--- src/rtl/memoria_rom.sv ---
// Instruction ROM for the fetch stage: fixed 128x32 program image, one registered read port.
// Read data appears one clock after the address is sampled; reset clears the output asynchronously.
module memoria_rom #(
    parameter int unsigned ADDR_WIDTH = 7,
    parameter int unsigned DATA_WIDTH = 32
) (
    input  logic                  clka,
    input  logic                  rsta,
    input  logic [ADDR_WIDTH-1:0] addra,
    output logic [DATA_WIDTH-1:0] douta
);

    localparam logic [31:0] NOP_WORD = 32'h00000013;

    logic [DATA_WIDTH-1:0] rom_word_c;
    logic [DATA_WIDTH-1:0] douta_d;
    logic [DATA_WIDTH-1:0] douta_q;

    // Program image; every address above the last instruction holds a NOP.
    always_comb begin
        rom_word_c = DATA_WIDTH'(NOP_WORD);
        case (addra)
            ADDR_WIDTH'(0):  rom_word_c = DATA_WIDTH'(32'h00500093);
            ADDR_WIDTH'(1):  rom_word_c = DATA_WIDTH'(32'h00300113);
            ADDR_WIDTH'(2):  rom_word_c = DATA_WIDTH'(32'h002081B3);
            ADDR_WIDTH'(3):  rom_word_c = DATA_WIDTH'(32'h40208233);
            ADDR_WIDTH'(4):  rom_word_c = DATA_WIDTH'(32'h0020F2B3);
            ADDR_WIDTH'(5):  rom_word_c = DATA_WIDTH'(32'h0020E333);
            ADDR_WIDTH'(6):  rom_word_c = DATA_WIDTH'(32'h0020C3B3);
            ADDR_WIDTH'(7):  rom_word_c = DATA_WIDTH'(32'h00302023);
            ADDR_WIDTH'(8):  rom_word_c = DATA_WIDTH'(32'h00002403);
            ADDR_WIDTH'(9):  rom_word_c = DATA_WIDTH'(32'h00840463);
            ADDR_WIDTH'(10): rom_word_c = DATA_WIDTH'(32'h00100493);
            ADDR_WIDTH'(11): rom_word_c = DATA_WIDTH'(32'h00200513);
            ADDR_WIDTH'(12): rom_word_c = DATA_WIDTH'(32'h00A485B3);
            ADDR_WIDTH'(13): rom_word_c = DATA_WIDTH'(32'h00000013);
            ADDR_WIDTH'(14): rom_word_c = DATA_WIDTH'(32'h00000013);
            ADDR_WIDTH'(15): rom_word_c = DATA_WIDTH'(32'h0000006F);
            default:         rom_word_c = DATA_WIDTH'(NOP_WORD);
        endcase
    end

    always_comb begin
        douta_d = rom_word_c;
    end

    // Output register: cleared immediately on reset, loads a new word every edge otherwise.
    always_ff @(posedge clka or posedge rsta) begin
        if (rsta) begin
            douta_q <= '0;
        end else begin
            douta_q <= douta_d;
        end
    end

    assign douta = douta_q;

endmodule

--- config.mk ---
export PLATFORM = sky130hd
export DESIGN_NAME = memoria_rom
export DESIGN_NICKNAME = d
export VERILOG_FILES = /design/src/rtl/memoria_rom.sv
export SDC_FILE = /design/constraint.sdc
export NUM_CORES = 1
export LEC_CHECK = 0
export ABC_AREA = 1
export BUFFER_PORTS_ARGS = -buffer_cell sky130_fd_sc_hd__buf_2
export CORE_MARGIN = 2
export CORE_UTILIZATION = 35
export CTS_BUF_LIST = sky130_fd_sc_hd__clkbuf_8
export CTS_CLUSTER_SIZE = 14
export DETAILED_ROUTE_END_ITERATION = 6
export PLACE_DENSITY = 0.63
export SYNTH_ARGS = -nofsm -noshare
export SYNTH_HDL_FRONTEND = slang
export SYNTH_SLANG_ARGS = --single-unit
--- constraint.sdc ---
create_clock -name clka -period 1.7 [get_ports clka]
set_input_delay 0.34 -clock clka [delete_from_list [all_inputs] [get_ports clka]]
set_output_delay 0.34 -clock clka [all_outputs]
set_load 0.01 [all_outputs]
==> results of run 1 <==
==> cells in the final DEF, fill, tap and decap left out <==
cell type and n:
inv_4 2, dfrtp_1 18, nor2_4 1, nand2_1 13, nand4_1 1, nor3_1 3
clkbuf_8 3, ha_1 6, buf_2 29, conb_1 12, o21ai_0 3, nand2_4 1
or2_0 1, o21bai_1 1, inv_6 1, nand3_1 3, inv_1 7, nor2_2 1
and2_1 1, a21oi_1 3, nand2_2 3, nor2_1 17
==> where the power goes <==
part | switching, uW | leakage (uW) | internal, uW | total (uW)
clock | 111 | 0.0000216 | 156 | 268
combinational | 79.5 | 0.000367 | 34.6 | 114
sequential | 2.10 | 0.000242 | 437 | 440
==> layer usage <==
layer	vias up	track usage, %
met3	4	1.16
met4	0	6.12
met1	304	13.6
met5	-	0
met2	37	16.5
li1	346	-
==> cell usage after synthesis, drive strengths merged, types with 2 or more instances <==
| master | n |
|---|---|
| nor2 | 19 |
| o21ai | 3 |
| a21oi | 3 |
| dfrtp | 18 |
| nor3 | 3 |
| nand3 | 3 |
| inv | 10 |
| buf | 16 |
| ha | 6 |
| conb | 2 |
| nand2 | 17 |
==> worst max path at each step <==
stage | start | to | slack [ps] | depth (start not counted)
final | douta[23] | douta[23] | 600 | 1
after global routing | addra[1] | douta[22] | 570 | 6
after CTS | douta[23] | douta[23] | 600 | 1
after detailed placement | addra[1] | douta[22] | 420 | 6
after global placement | addra[0] | douta[21] | 460 | 7
after floorplan | addra[0] | douta[21] | 690 | 6
==> metrics by stage <==
step / setup slack [ps] / cell area, sq um / total power (uW) / std cells / hold WS [ps]
CTS: 598 / 1090 / 835 / 160 / 194
finish: 599 / 1090 / 822 / 160 / 172
global placement: 465 / 1050 / 559 / 157 / 440
floorplan: 694 / 988 / 551 / 114 / 279
global route: 565 / 1090 / 860 / 160 / 248
detailed placement: 425 / 1050 / 561 / 157 / 452
==> area by class of cell <==
cell class              instances  area [sq um]
fillers                       263          1430
well taps                      30          37.5
inverters                      10          47.5
multi-input cells              70           367
repair buffers                 29           145
clock buffers                   3          41.3
flip-flops and latches         18           450
==> cell families after synthesis <==
group,count (synthesis),synth area share [%]
buffers and inverters,26,18.0
AND/OR/NAND/NOR,45,22.0
adder cells (fa/ha/maj),6,7.89
flip-flops,18,47.4
AO/OA/AOI/OAI,7,3.95
other,2,0.790
==> flow_summary.html, run 1 <==
<table>
<tr><th>Metric</th><th>Value</th></tr>
<tr><th colspan="2">Outcome</th></tr>
<tr><td>Result of the run</td><td>complete, no violations</td></tr>
<tr><th colspan="2">Global route</th></tr>
<tr><td>Number of global-route vias before repair</td><td>between 600 and 700</td></tr>
<tr><td>Maximum number of pins on one net before global-route repair</td><td>19</td></tr>
<tr><td>Overall track demand over capacity in global routing</td><td>10.4%</td></tr>
<tr><td>Total grt overflow</td><td>0</td></tr>
<tr><td>Wire length of the first global-routing pass</td><td>2640 um</td></tr>
<tr><td>Number of antenna violations at the first check in global routing</td><td>0</td></tr>
<tr><th colspan="2">Timing</th></tr>
<tr><td>FMAX</td><td>~910 MHz</td></tr>
<tr><td>Total setup violations reported at the end of the flow</td><td>0</td></tr>
<tr><td>Slew at the pin with the worst max-slew slack</td><td>approximately 620 ps</td></tr>
<tr><td>Max-slew headroom at the worst pin</td><td>58.3%</td></tr>
<tr><td>Tmin final</td><td>roughly 1100 ps</td></tr>
<tr><td>Total count of max-transition violations in the final report</td><td>0</td></tr>
<tr><td>Number of hold-slack violations in the final timing report</td><td>0</td></tr>
<tr><td>Final Cycle Share</td><td>64.8%</td></tr>
<tr><td>Unrepaired setup endpoints after global routing</td><td>false</td></tr>
<tr><td>Sum Neg Setup Slack</td><td>0 ps</td></tr>
<tr><th colspan="2">Final layout</th></tr>
<tr><td>Total number of nets in the final design</td><td>147</td></tr>
<tr><td>Count of inserted antenna diode cells</td><td>0</td></tr>
<tr><td>Number of flip-flops under the largest register name</td><td>18</td></tr>
<tr><td>Area Growth Syn to Fin</td><td>14.5%</td></tr>
<tr><td>Final cell utilization of the core</td><td>43.2%</td></tr>
<tr><td>Fraction of final layout cells sized beyond drive strength 1</td><td>a little under a third</td></tr>
<tr><th colspan="2">Drt</th></tr>
<tr><td>Pre-antenna DRT Iters</td><td>4</td></tr>
<tr><td>Metal2 WL</td><td>693 um</td></tr>
<tr><td>Detailed router's first-iteration violation count</td><td>15</td></tr>
<tr><td>DRC</td><td>0</td></tr>
<tr><td>M1 WL</td><td>637 um</td></tr>
<tr><td>ANT nets after route</td><td>0</td></tr>
<tr><td>Overall routed net length</td><td>1500 um</td></tr>
<tr><td>Average wire per cell in the routed design</td><td>approximately 9.4 um</td></tr>
<tr><td>Vias</td><td>a little under 700</td></tr>
<tr><td>Topmost layer with routed signal wires</td><td>met4</td></tr>
<tr><td>Routed met3 length</td><td>137 um</td></tr>
<tr><td>Average via count per standard cell</td><td>4.32</td></tr>
<tr><th colspan="2">Setup path</th></tr>
<tr><td>CP Max Fanout</td><td>2</td></tr>
<tr><td>Worst-path cell with the longest stage delay</td><td>dfrtp_1</td></tr>
<tr><td>Data arrival, critical path</td><td>760 ps</td></tr>
<tr><td>Crit start category</td><td>register</td></tr>
<tr><td>Endpoint required time on the critical path</td><td>1360 ps</td></tr>
<tr><td>Critical path type</td><td>register to output port</td></tr>
<tr><td>Chain of cells forming the critical path</td><td>buf_2</td></tr>
<tr><td>Crit path capture type</td><td>output port</td></tr>
<tr><td>Dominant delay contributor by cell family on the critical path</td><td>flip-flops</td></tr>
<tr><td>Largest stage delay, worst path</td><td>380 ps</td></tr>
<tr><td>Number of buffers and inverters on the critical path</td><td>1</td></tr>
<tr><th colspan="2">Logic synthesis</th></tr>
<tr><td>Area share of the largest cell type after synthesis</td><td>47.4%</td></tr>
<tr><td>Synthesized area per cell</td><td>9.14 sq um</td></tr>
<tr><td>Gate count after technology mapping</td><td>104</td></tr>
<tr><td>Post-synth ARST share</td><td>100%</td></tr>
<tr><td>Synth Flop Type</td><td>dfrtp_1</td></tr>
<tr><td>Count of yosys warnings during synthesis</td><td>0</td></tr>
<tr><td>Netlist area before placement</td><td>about 950 sq um</td></tr>
<tr><td>Number of unique standard cell types used by synthesis</td><td>22</td></tr>
<tr><td>Register area share after synthesis</td><td>47.4%</td></tr>
<tr><td>Synthesis-stage register bit count</td><td>18</td></tr>
<tr><td>EDFF count, synth</td><td>0</td></tr>
<tr><td>Top area cells in the synthesized netlist</td><td>dfrtp_1, buf_4, ha_1</td></tr>
<tr><td>Cell type contributing the most total cell area after synthesis</td><td>dfrtp_1</td></tr>
<tr><th colspan="2">Flow run</th></tr>
<tr><td>Reported max-cap violation count</td><td>0</td></tr>
<tr><th colspan="2">CTS</th></tr>
<tr><td>CTS max path bufs</td><td>2</td></tr>
<tr><td>Clock slew seen by the registers of the worst setup and hold paths</td><td>roughly 60 ps</td></tr>
<tr><td>Cells resized by post-CTS repair</td><td>0</td></tr>
<tr><td>Clock tree from TritonCTS</td><td>done</td></tr>
<tr><td>TritonCTS sink count</td><td>18</td></tr>
<tr><td>Cts bufs inserted</td><td>3</td></tr>
<tr><td>Library cell used as clock root buffer</td><td>clkbuf_8</td></tr>
<tr><td>H-tree lvl count</td><td>1</td></tr>
<tr><td>Cts hold-fix bufs</td><td>0</td></tr>
<tr><td>Number of post-CTS setup repair buffers</td><td>0</td></tr>
<tr><th colspan="2">Floorplan</th></tr>
<tr><td>Core region area</td><td>approximately 0.0025 sq mm</td></tr>
<tr><td>Starting density of the core</td><td>37.7%</td></tr>
<tr><td>Number of rows created at floorplan</td><td>18</td></tr>
<tr><td>Die Span X</td><td>56.1 um</td></tr>
<tr><td>I/O pin count</td><td>41</td></tr>
<tr><td>Die Height</td><td>56.1 um</td></tr>
<tr><td>Die footprint</td><td>roughly 0.0032 sq mm</td></tr>
<tr><th colspan="2">Placement</th></tr>
<tr><td>Final estimated routing congestion in global placement</td><td>~0.82</td></tr>
<tr><td>Port Buffer Count</td><td>29</td></tr>
<tr><td>Dpl hpwl</td><td>1240 um</td></tr>
<tr><th colspan="2">Pwr</th></tr>
<tr><td>Worst IR drop on VDD</td><td>around 0.35 mV</td></tr>
<tr><td>P_leak</td><td>0.000630 uW</td></tr>
<tr><td>Power density normalized to cell area</td><td>755 mW/mm^2</td></tr>
<tr><th colspan="2">Worst hold path</th></tr>
<tr><td>Hold/Removal Path Class</td><td>input port to asynchronous set/reset pin</td></tr>
</table>
(Power assumes the default switching activity.)
==> run 2: changes to the inputs <==
- PLACE_DENSITY: 0.63 -> 0.65
- clock period: 1.7 -> 0.9 ns (I/O delays scaled with it)
==> run 2 against run 1 <==
Largest cell class unchanged. Clock power grew 130%. Final cell count grew 5.6%. Sequential power grew 89%. Via count grew 0.14%. Critical path type unchanged. The flow now finishes with violations (setup timing). Critical endpoint is now douta[2]. Highest routed layer unchanged. Die area is the same.
==> flow_summary.html, run 2 (synthesis gave the netlist of run 1 again) <==
<table>
<tr><th>Metric</th><th>Value</th></tr>
<tr><th colspan="2">Outcome</th></tr>
<tr><td>Result of the run</td><td>finished, violations left</td></tr>
<tr><td>Failing checks</td><td>setup timing</td></tr>
<tr><th colspan="2">Drt</th></tr>
<tr><td>Vias</td><td>692 (+0.14%)</td></tr>
<tr><td>Average via count per standard cell</td><td>4.09 (-5.2%)</td></tr>
<tr><td>Average wire per cell in the routed design</td><td>9.37 um (-0.16%)</td></tr>
<tr><td>Overall routed net length</td><td>1580 um (+5.5%)</td></tr>
<tr><td>Detailed router's first-iteration violation count</td><td>9 (-6)</td></tr>
<tr><td>ANT nets after route</td><td>0 (unchanged)</td></tr>
<tr><td>Pre-antenna DRT Iters</td><td>4 (unchanged)</td></tr>
<tr><td>DRC</td><td>0 (unchanged)</td></tr>
<tr><th colspan="2">Setup path</th></tr>
<tr><td>CP Max Fanout</td><td>2 (unchanged)</td></tr>
<tr><td>Crit path capture type</td><td>output port</td></tr>
<tr><td>Number of buffers and inverters on the critical path</td><td>1 (unchanged)</td></tr>
<tr><td>Chain of cells forming the critical path</td><td>buf_2</td></tr>
<tr><td>Crit start category</td><td>register</td></tr>
<tr><td>Crit path to</td><td>douta[2]</td></tr>
<tr><td>Cell count along the critical path</td><td>1 (unchanged)</td></tr>
<tr><td>Dominant delay contributor by cell family on the critical path</td><td>flip-flops</td></tr>
<tr><td>Worst-path cell with the longest stage delay</td><td>dfrtp_1</td></tr>
<tr><td>Critical Path Source</td><td>douta[3]</td></tr>
<tr><td>Endpoint required time on the critical path</td><td>720 ps (-640 ps)</td></tr>
<tr><td>Largest stage delay, worst path</td><td>370 ps (about the same)</td></tr>
<tr><td>Critical path type</td><td>register to output port</td></tr>
<tr><td>Data arrival, critical path</td><td>750 ps (about the same)</td></tr>
<tr><th colspan="2">CTS</th></tr>
<tr><td>TritonCTS sink count</td><td>18 (unchanged)</td></tr>
<tr><td>Cts bufs inserted</td><td>3 (unchanged)</td></tr>
<tr><td>CTS max path bufs</td><td>2 (unchanged)</td></tr>
<tr><td>H-tree lvl count</td><td>1 (unchanged)</td></tr>
<tr><td>Clock slew seen by the registers of the worst setup and hold paths</td><td>60 ps (about the same)</td></tr>
<tr><td>Clock tree from TritonCTS</td><td>done</td></tr>
<tr><td>Library cell used as clock root buffer</td><td>clkbuf_8</td></tr>
<tr><td>Number of post-CTS setup repair buffers</td><td>0 (unchanged)</td></tr>
<tr><th colspan="2">Placement</th></tr>
<tr><td>Final estimated routing congestion in global placement</td><td>0.826 (+0.77%)</td></tr>
<tr><td>Dpl hpwl</td><td>1320 um (+6.2%)</td></tr>
<tr><td>Port Buffer Count</td><td>29 (unchanged)</td></tr>
<tr><th colspan="2">Pwr</th></tr>
<tr><td>P_leak</td><td>0.000675 uW (+7.0%)</td></tr>
<tr><td>Worst IR drop on VDD</td><td>0.744 mV (+110%)</td></tr>
<tr><td>Power density normalized to cell area</td><td>1430 mW/mm^2 (+89%)</td></tr>
<tr><th colspan="2">Floorplan</th></tr>
<tr><td>Die Height</td><td>56.1 um (unchanged)</td></tr>
<tr><td>Die Span X</td><td>56.1 um (unchanged)</td></tr>
<tr><td>Number of rows created at floorplan</td><td>18 (unchanged)</td></tr>
<tr><td>Core region area</td><td>0.00252 sq mm (unchanged)</td></tr>
<tr><td>I/O pin count</td><td>41 (unchanged)</td></tr>
<tr><td>Die footprint</td><td>0.00315 sq mm (unchanged)</td></tr>
<tr><td>Starting density of the core</td><td>37.7% (unchanged)</td></tr>
<tr><th colspan="2">Final layout</th></tr>
<tr><td>Number of flip-flops under the largest register name</td><td>18 (unchanged)</td></tr>
<tr><td>Final cell utilization of the core</td><td>46.8% (+3.7 points)</td></tr>
<tr><td>Total number of nets in the final design</td><td>155 (+5.4%)</td></tr>
<tr><td>Count of inserted antenna diode cells</td><td>0 (unchanged)</td></tr>
<tr><td>Most frequent cells in the layout</td><td>buf_2, dfrtp_1, nor2_1, nand2_1, conb_1</td></tr>
<tr><td>Most common cell after layout, fill and taps aside</td><td>buf_2</td></tr>
<tr><td>Area Growth Syn to Fin</td><td>24.2%</td></tr>
<tr><td>Fraction of final layout cells sized beyond drive strength 1</td><td>37.4% (+5.9 points)</td></tr>
<tr><th colspan="2">Global route</th></tr>
<tr><td>Number of antenna violations at the first check in global routing</td><td>0 (unchanged)</td></tr>
<tr><td>Total grt overflow</td><td>0 (unchanged)</td></tr>
<tr><td>Maximum number of pins on one net before global-route repair</td><td>19 (unchanged)</td></tr>
<tr><td>Overall track demand over capacity in global routing</td><td>10.5% (+0.097 points)</td></tr>
<tr><td>Wire length of the first global-routing pass</td><td>2610 um (-1.0%)</td></tr>
<tr><td>Number of global-route vias before repair</td><td>598 (-6.6%)</td></tr>
<tr><th colspan="2">Timing</th></tr>
<tr><td>Total setup violations reported at the end of the flow</td><td>21 (+21)</td></tr>
<tr><td>Unrepaired setup endpoints after global routing</td><td>true</td></tr>
<tr><td>Number of hold-slack violations in the final timing report</td><td>0 (unchanged)</td></tr>
<tr><td>Final Cycle Share</td><td>104%</td></tr>
<tr><td>Tmin final</td><td>932 ps</td></tr>
<tr><td>Final Worst Setup Slack</td><td>-31.7 ps (-631 ps)</td></tr>
<tr><td>FMAX</td><td>1070 MHz</td></tr>
<tr><td>Total count of max-transition violations in the final report</td><td>0 (unchanged)</td></tr>
<tr><td>Sum Neg Setup Slack</td><td>-218 ps (-218 ps)</td></tr>
<tr><th colspan="2">Worst hold path</th></tr>
<tr><td>Hold/Removal Path Class</td><td>input port to register</td></tr>
<tr><th colspan="2">Flow run</th></tr>
<tr><td>Reported max-cap violation count</td><td>0 (unchanged)</td></tr>
</table>
## run 2: changes by cell type in the layout (fill, tap and decap cells not counted), sizes merged
| cell | before | now |
|---|---|---|
| buf | 29 | 36 |
| clkbuf | 3 | 4 |
| dlygate4sd3 | 0 | 1 |
## run 2: final cells by class
type                            count  area, sq um
Timing Repair Buffer               37          214
Fill cell                         260         1340
Multi-Input combinational cell     70          377
Inverter                           10         47.5
Sequential cell                    18          450
Clock buffer                        4         55.1
Tap cell                           30         37.5
## run 2: worst min path at each step
stage                         from   endpoint  depth (start not counted)
after floorplan               rsta  douta[10]                          1
after global placement        rsta   douta[1]                          3
after detailed placement      rsta  douta[21]                          3
after CTS                 addra[6]   douta[5]                          4
after global routing      addra[5]   douta[5]                          4
final                     addra[6]   douta[5]                          4
## run 2: through the flow
step	cells	setup WS, ps	hold slack (ps)	cell area, sq um	total power (uW)
2_1_floorplan	114	54.1	119	988	1040
3_3_place_gp	164	-171	191	1100	1080
3_5_place_dp	164	-237	201	1100	1080
4_1_cts	169	-42.4	216	1160	1710
5_1_grt	169	-57.9	228	1180	1770
6_report	169	-31.7	221	1180	1690
## run 2: repair_timing
| item | 4_1_cts | 5_1_grt |
|---|---|---|
| endpoints found under the hold margin | 18 | 0 |
| endpoints found under the setup margin | 21 | 26 |
| resized for setup | 0 | 5 |
| hold buffers | 1 | 0 |
## run 2: power breakdown
part | total (uW) | switching [uW] | internal [uW]
registers | 830 | 3.83 | 826
logic | 245 | 156 | 89.0
clock network | 613 | 226 | 387
## run 2: metal layers
metal / vias to the layer above / track usage [%] / part of all wire (%) / wire length, um
li1: 361 / - / - / -
met1: 304 / 12.0 / 41 / 653
met2: 25 / 18.2 / 51 / 814
met3: 2 / 2.56 / 6.4 / 102
met4: 0 / 5.10 / 0.88 / 14
met5: - / 0 / 0 / 0
==> run 3: changes to the inputs <==
- BUFFER_PORTS_ARGS: -buffer_cell sky130_fd_sc_hd__buf_2 -> not set
- CORE_UTILIZATION: 35 -> 45
- CTS_CLUSTER_SIZE: 14 -> 24
- DONT_BUFFER_PORTS: not set -> 1
- PLACE_DENSITY: 0.65 -> 0.63
==> run 3 against run 2 <==
Sequential share of layout area rose by 7.6 points. Largest power group unchanged. Fmax rose by 7.0%. Critical path depth fell by 1. Wire length fell by 6.4%. Critical endpoint is now douta[23]. Design area fell by 16%. Largest cell class unchanged. Count of clock-buffer cells in the layout did not move. Flip-flop and latch count did not move. The run now ends clean. Highest routed layer unchanged.
==> flow_summary.html, run 3 (synthesis gave the netlist of run 1 again) <==
<table>
<tr><th>Metric</th><th>Value</th></tr>
<tr><th colspan="2">CTS</th></tr>
<tr><td>CTS max path bufs</td><td>2 (unchanged)</td></tr>
<tr><td>Clock tree from TritonCTS</td><td>done</td></tr>
<tr><td>Cts bufs inserted</td><td>3 (unchanged)</td></tr>
<tr><td>Number of post-CTS setup repair buffers</td><td>0 (unchanged)</td></tr>
<tr><td>TritonCTS sink count</td><td>18 (unchanged)</td></tr>
<tr><td>H-tree lvl count</td><td>1 (unchanged)</td></tr>
<tr><td>Library cell used as clock root buffer</td><td>clkbuf_8</td></tr>
<tr><td>Clock slew seen by the registers of the worst setup and hold paths</td><td>60 ps (about the same)</td></tr>
<tr><th colspan="2">Setup path</th></tr>
<tr><td>Critical path type</td><td>register to output port</td></tr>
<tr><td>Data arrival, critical path</td><td>690 ps (-60 ps)</td></tr>
<tr><td>Crit start category</td><td>register</td></tr>
<tr><td>Crit path capture type</td><td>output port</td></tr>
<tr><td>Endpoint required time on the critical path</td><td>720 ps (about the same)</td></tr>
<tr><td>CP Max Fanout</td><td>2 (unchanged)</td></tr>
<tr><th colspan="2">Final layout</th></tr>
<tr><td>Fraction of final layout cells sized beyond drive strength 1</td><td>16.0% (-21 points)</td></tr>
<tr><td>Most frequent cells in the layout</td><td>nor2_1, dfrtp_1, nand2_1, conb_1, inv_1</td></tr>
<tr><td>Area Growth Syn to Fin</td><td>4.21%</td></tr>
<tr><td>Number of flip-flops under the largest register name</td><td>18 (unchanged)</td></tr>
<tr><td>Most common cell after layout, fill and taps aside</td><td>nor2_1</td></tr>
<tr><td>Total number of nets in the final design</td><td>122 (-21%)</td></tr>
<tr><td>Fill cell count</td><td>191 (-27%)</td></tr>
<tr><td>Count of inserted antenna diode cells</td><td>0 (unchanged)</td></tr>
<tr><th colspan="2">Drt</th></tr>
<tr><td>Vias</td><td>590 (-15%)</td></tr>
<tr><td>DRC</td><td>0 (unchanged)</td></tr>
<tr><td>Overall routed net length</td><td>1480 um (-6.4%)</td></tr>
<tr><td>Average wire per cell in the routed design</td><td>11.1 um (+19%)</td></tr>
<tr><td>Average via count per standard cell</td><td>4.44 (+8.3%)</td></tr>
<tr><td>ANT nets after route</td><td>0 (unchanged)</td></tr>
<tr><td>Detailed router's first-iteration violation count</td><td>7 (-2)</td></tr>
<tr><td>Pre-antenna DRT Iters</td><td>4 (unchanged)</td></tr>
<tr><th colspan="2">Timing</th></tr>
<tr><td>FMAX</td><td>1150 MHz (+7.0%)</td></tr>
<tr><td>Final Cycle Share</td><td>96.8% (-6.8 points)</td></tr>
<tr><td>Worst-case hold slack</td><td>73.5 ps (-147 ps)</td></tr>
<tr><td>Tmin final</td><td>871 ps (-60.8 ps)</td></tr>
<tr><td>Number of hold-slack violations in the final timing report</td><td>0 (unchanged)</td></tr>
<tr><td>Sum Neg Setup Slack</td><td>0 ps (+218 ps)</td></tr>
<tr><td>Total count of max-transition violations in the final report</td><td>0 (unchanged)</td></tr>
<tr><td>Total setup violations reported at the end of the flow</td><td>0 (-100%)</td></tr>
<tr><td>Unrepaired setup endpoints after global routing</td><td>false</td></tr>
<tr><th colspan="2">Floorplan</th></tr>
<tr><td>Die Span X</td><td>50.0 um (-11%)</td></tr>
<tr><td>Starting density of the core</td><td>48.0% (+10 points)</td></tr>
<tr><td>Number of rows created at floorplan</td><td>16 (-2)</td></tr>
<tr><td>Die footprint</td><td>0.00250 sq mm (-21%)</td></tr>
<tr><td>Core region area</td><td>0.00198 sq mm (-21%)</td></tr>
<tr><td>Die Height</td><td>50.0 um (-11%)</td></tr>
<tr><td>I/O pin count</td><td>41 (unchanged)</td></tr>
<tr><th colspan="2">Placement</th></tr>
<tr><td>Port Buffer Count</td><td>0 (-100%)</td></tr>
<tr><td>Final estimated routing congestion in global placement</td><td>0.855 (+3.5%)</td></tr>
<tr><td>Dpl hpwl</td><td>1150 um (-13%)</td></tr>
<tr><th colspan="2">Flow run</th></tr>
<tr><td>Reported max-cap violation count</td><td>0 (unchanged)</td></tr>
<tr><th colspan="2">Global route</th></tr>
<tr><td>Total grt overflow</td><td>0 (unchanged)</td></tr>
<tr><td>Number of global-route vias before repair</td><td>550 (-8.0%)</td></tr>
<tr><td>Number of antenna violations at the first check in global routing</td><td>0 (unchanged)</td></tr>
<tr><td>Maximum number of pins on one net before global-route repair</td><td>19 (unchanged)</td></tr>
<tr><td>Overall track demand over capacity in global routing</td><td>13.0% (+2.5 points)</td></tr>
<tr><td>Wire length of the first global-routing pass</td><td>2390 um (-8.2%)</td></tr>
<tr><th colspan="2">Worst hold path</th></tr>
<tr><td>Hold-critical path endpoint</td><td>douta[15]</td></tr>
<tr><td>Worst hold path cell count</td><td>2 (-2)</td></tr>
<tr><td>Hold/Removal Path Class</td><td>input port to register</td></tr>
<tr><td>Startpoint of the most critical hold path</td><td>addra[3]</td></tr>
<tr><th colspan="2">Pwr</th></tr>
<tr><td>Power density normalized to cell area</td><td>1660 mW/mm^2 (+16%)</td></tr>
<tr><td>Worst IR drop on VDD</td><td>0.760 mV (+2.2%)</td></tr>
<tr><td>P_leak</td><td>0.000512 uW (-24%)</td></tr>
<tr><th colspan="2">Outcome</th></tr>
<tr><td>Result of the run</td><td>complete, no violations</td></tr>
</table>
==> run 3: timing repair <==
item / in CTS / in global routing
hold endpoints to repair: 18 / 1
gates resized for setup: 0 / 2
hold buffers: 1 / 1
setup endpoints to repair: 0 / 4
==> run 3: how the worst max path moves through the flow <==
stage | start | to | slack (ps) | depth (start not counted)
after floorplan | addra[0] | douta[21] | 50 | 6
after global placement | addra[0] | douta[7] | -20 | 6
after detailed placement | addra[1] | douta[6] | -30 | 5
after CTS | douta[3] | douta[2] | 20 | 0
after global routing | douta[23] | douta[23] | 2 | 0
final | douta[23] | douta[23] | 30 | 0
==> run 3: per-layer routing <==
metal  wire [um]  track usage (%)  vias to the layer above
met5           0                0                        -
met4          31             7.41                        0
met3         112             2.42                        4
met2         679             20.9                       27
met1         659             16.3                      263
li1            -                -                      296
==> run 3: layout make-up <==
class	instances	area [sq um]	share of cell area, %
flip-flops and latches	18	453	45.7
multi-input cells	70	367	37.0
clock buffers	4	55.1	5.56
inverters	10	47.5	4.80
repair buffers	4	35.0	3.54
well taps	27	33.8	3.41
==> run 3: stage by stage <==
step	setup slack (ps)	area, sq um	utilization (%)	cells	power [uW]
after global routing	2.20	991	50.0	133	1720
after global placement	-16.7	913	46.1	127	1010
after detailed placement	-31.9	913	46.1	127	1020
after CTS	19.0	978	49.4	132	1650
final	29.1	991	50.0	133	1640
after floorplan	54.1	988	-	114	1040
==> run 3: power breakdown <==
part           leakage [uW]  switching, uW  internal [uW]
Clock             0.0000288            247            388
Sequential         0.000239           16.9            826
Combinational      0.000244            113           52.1
Total              0.000512            377           1270
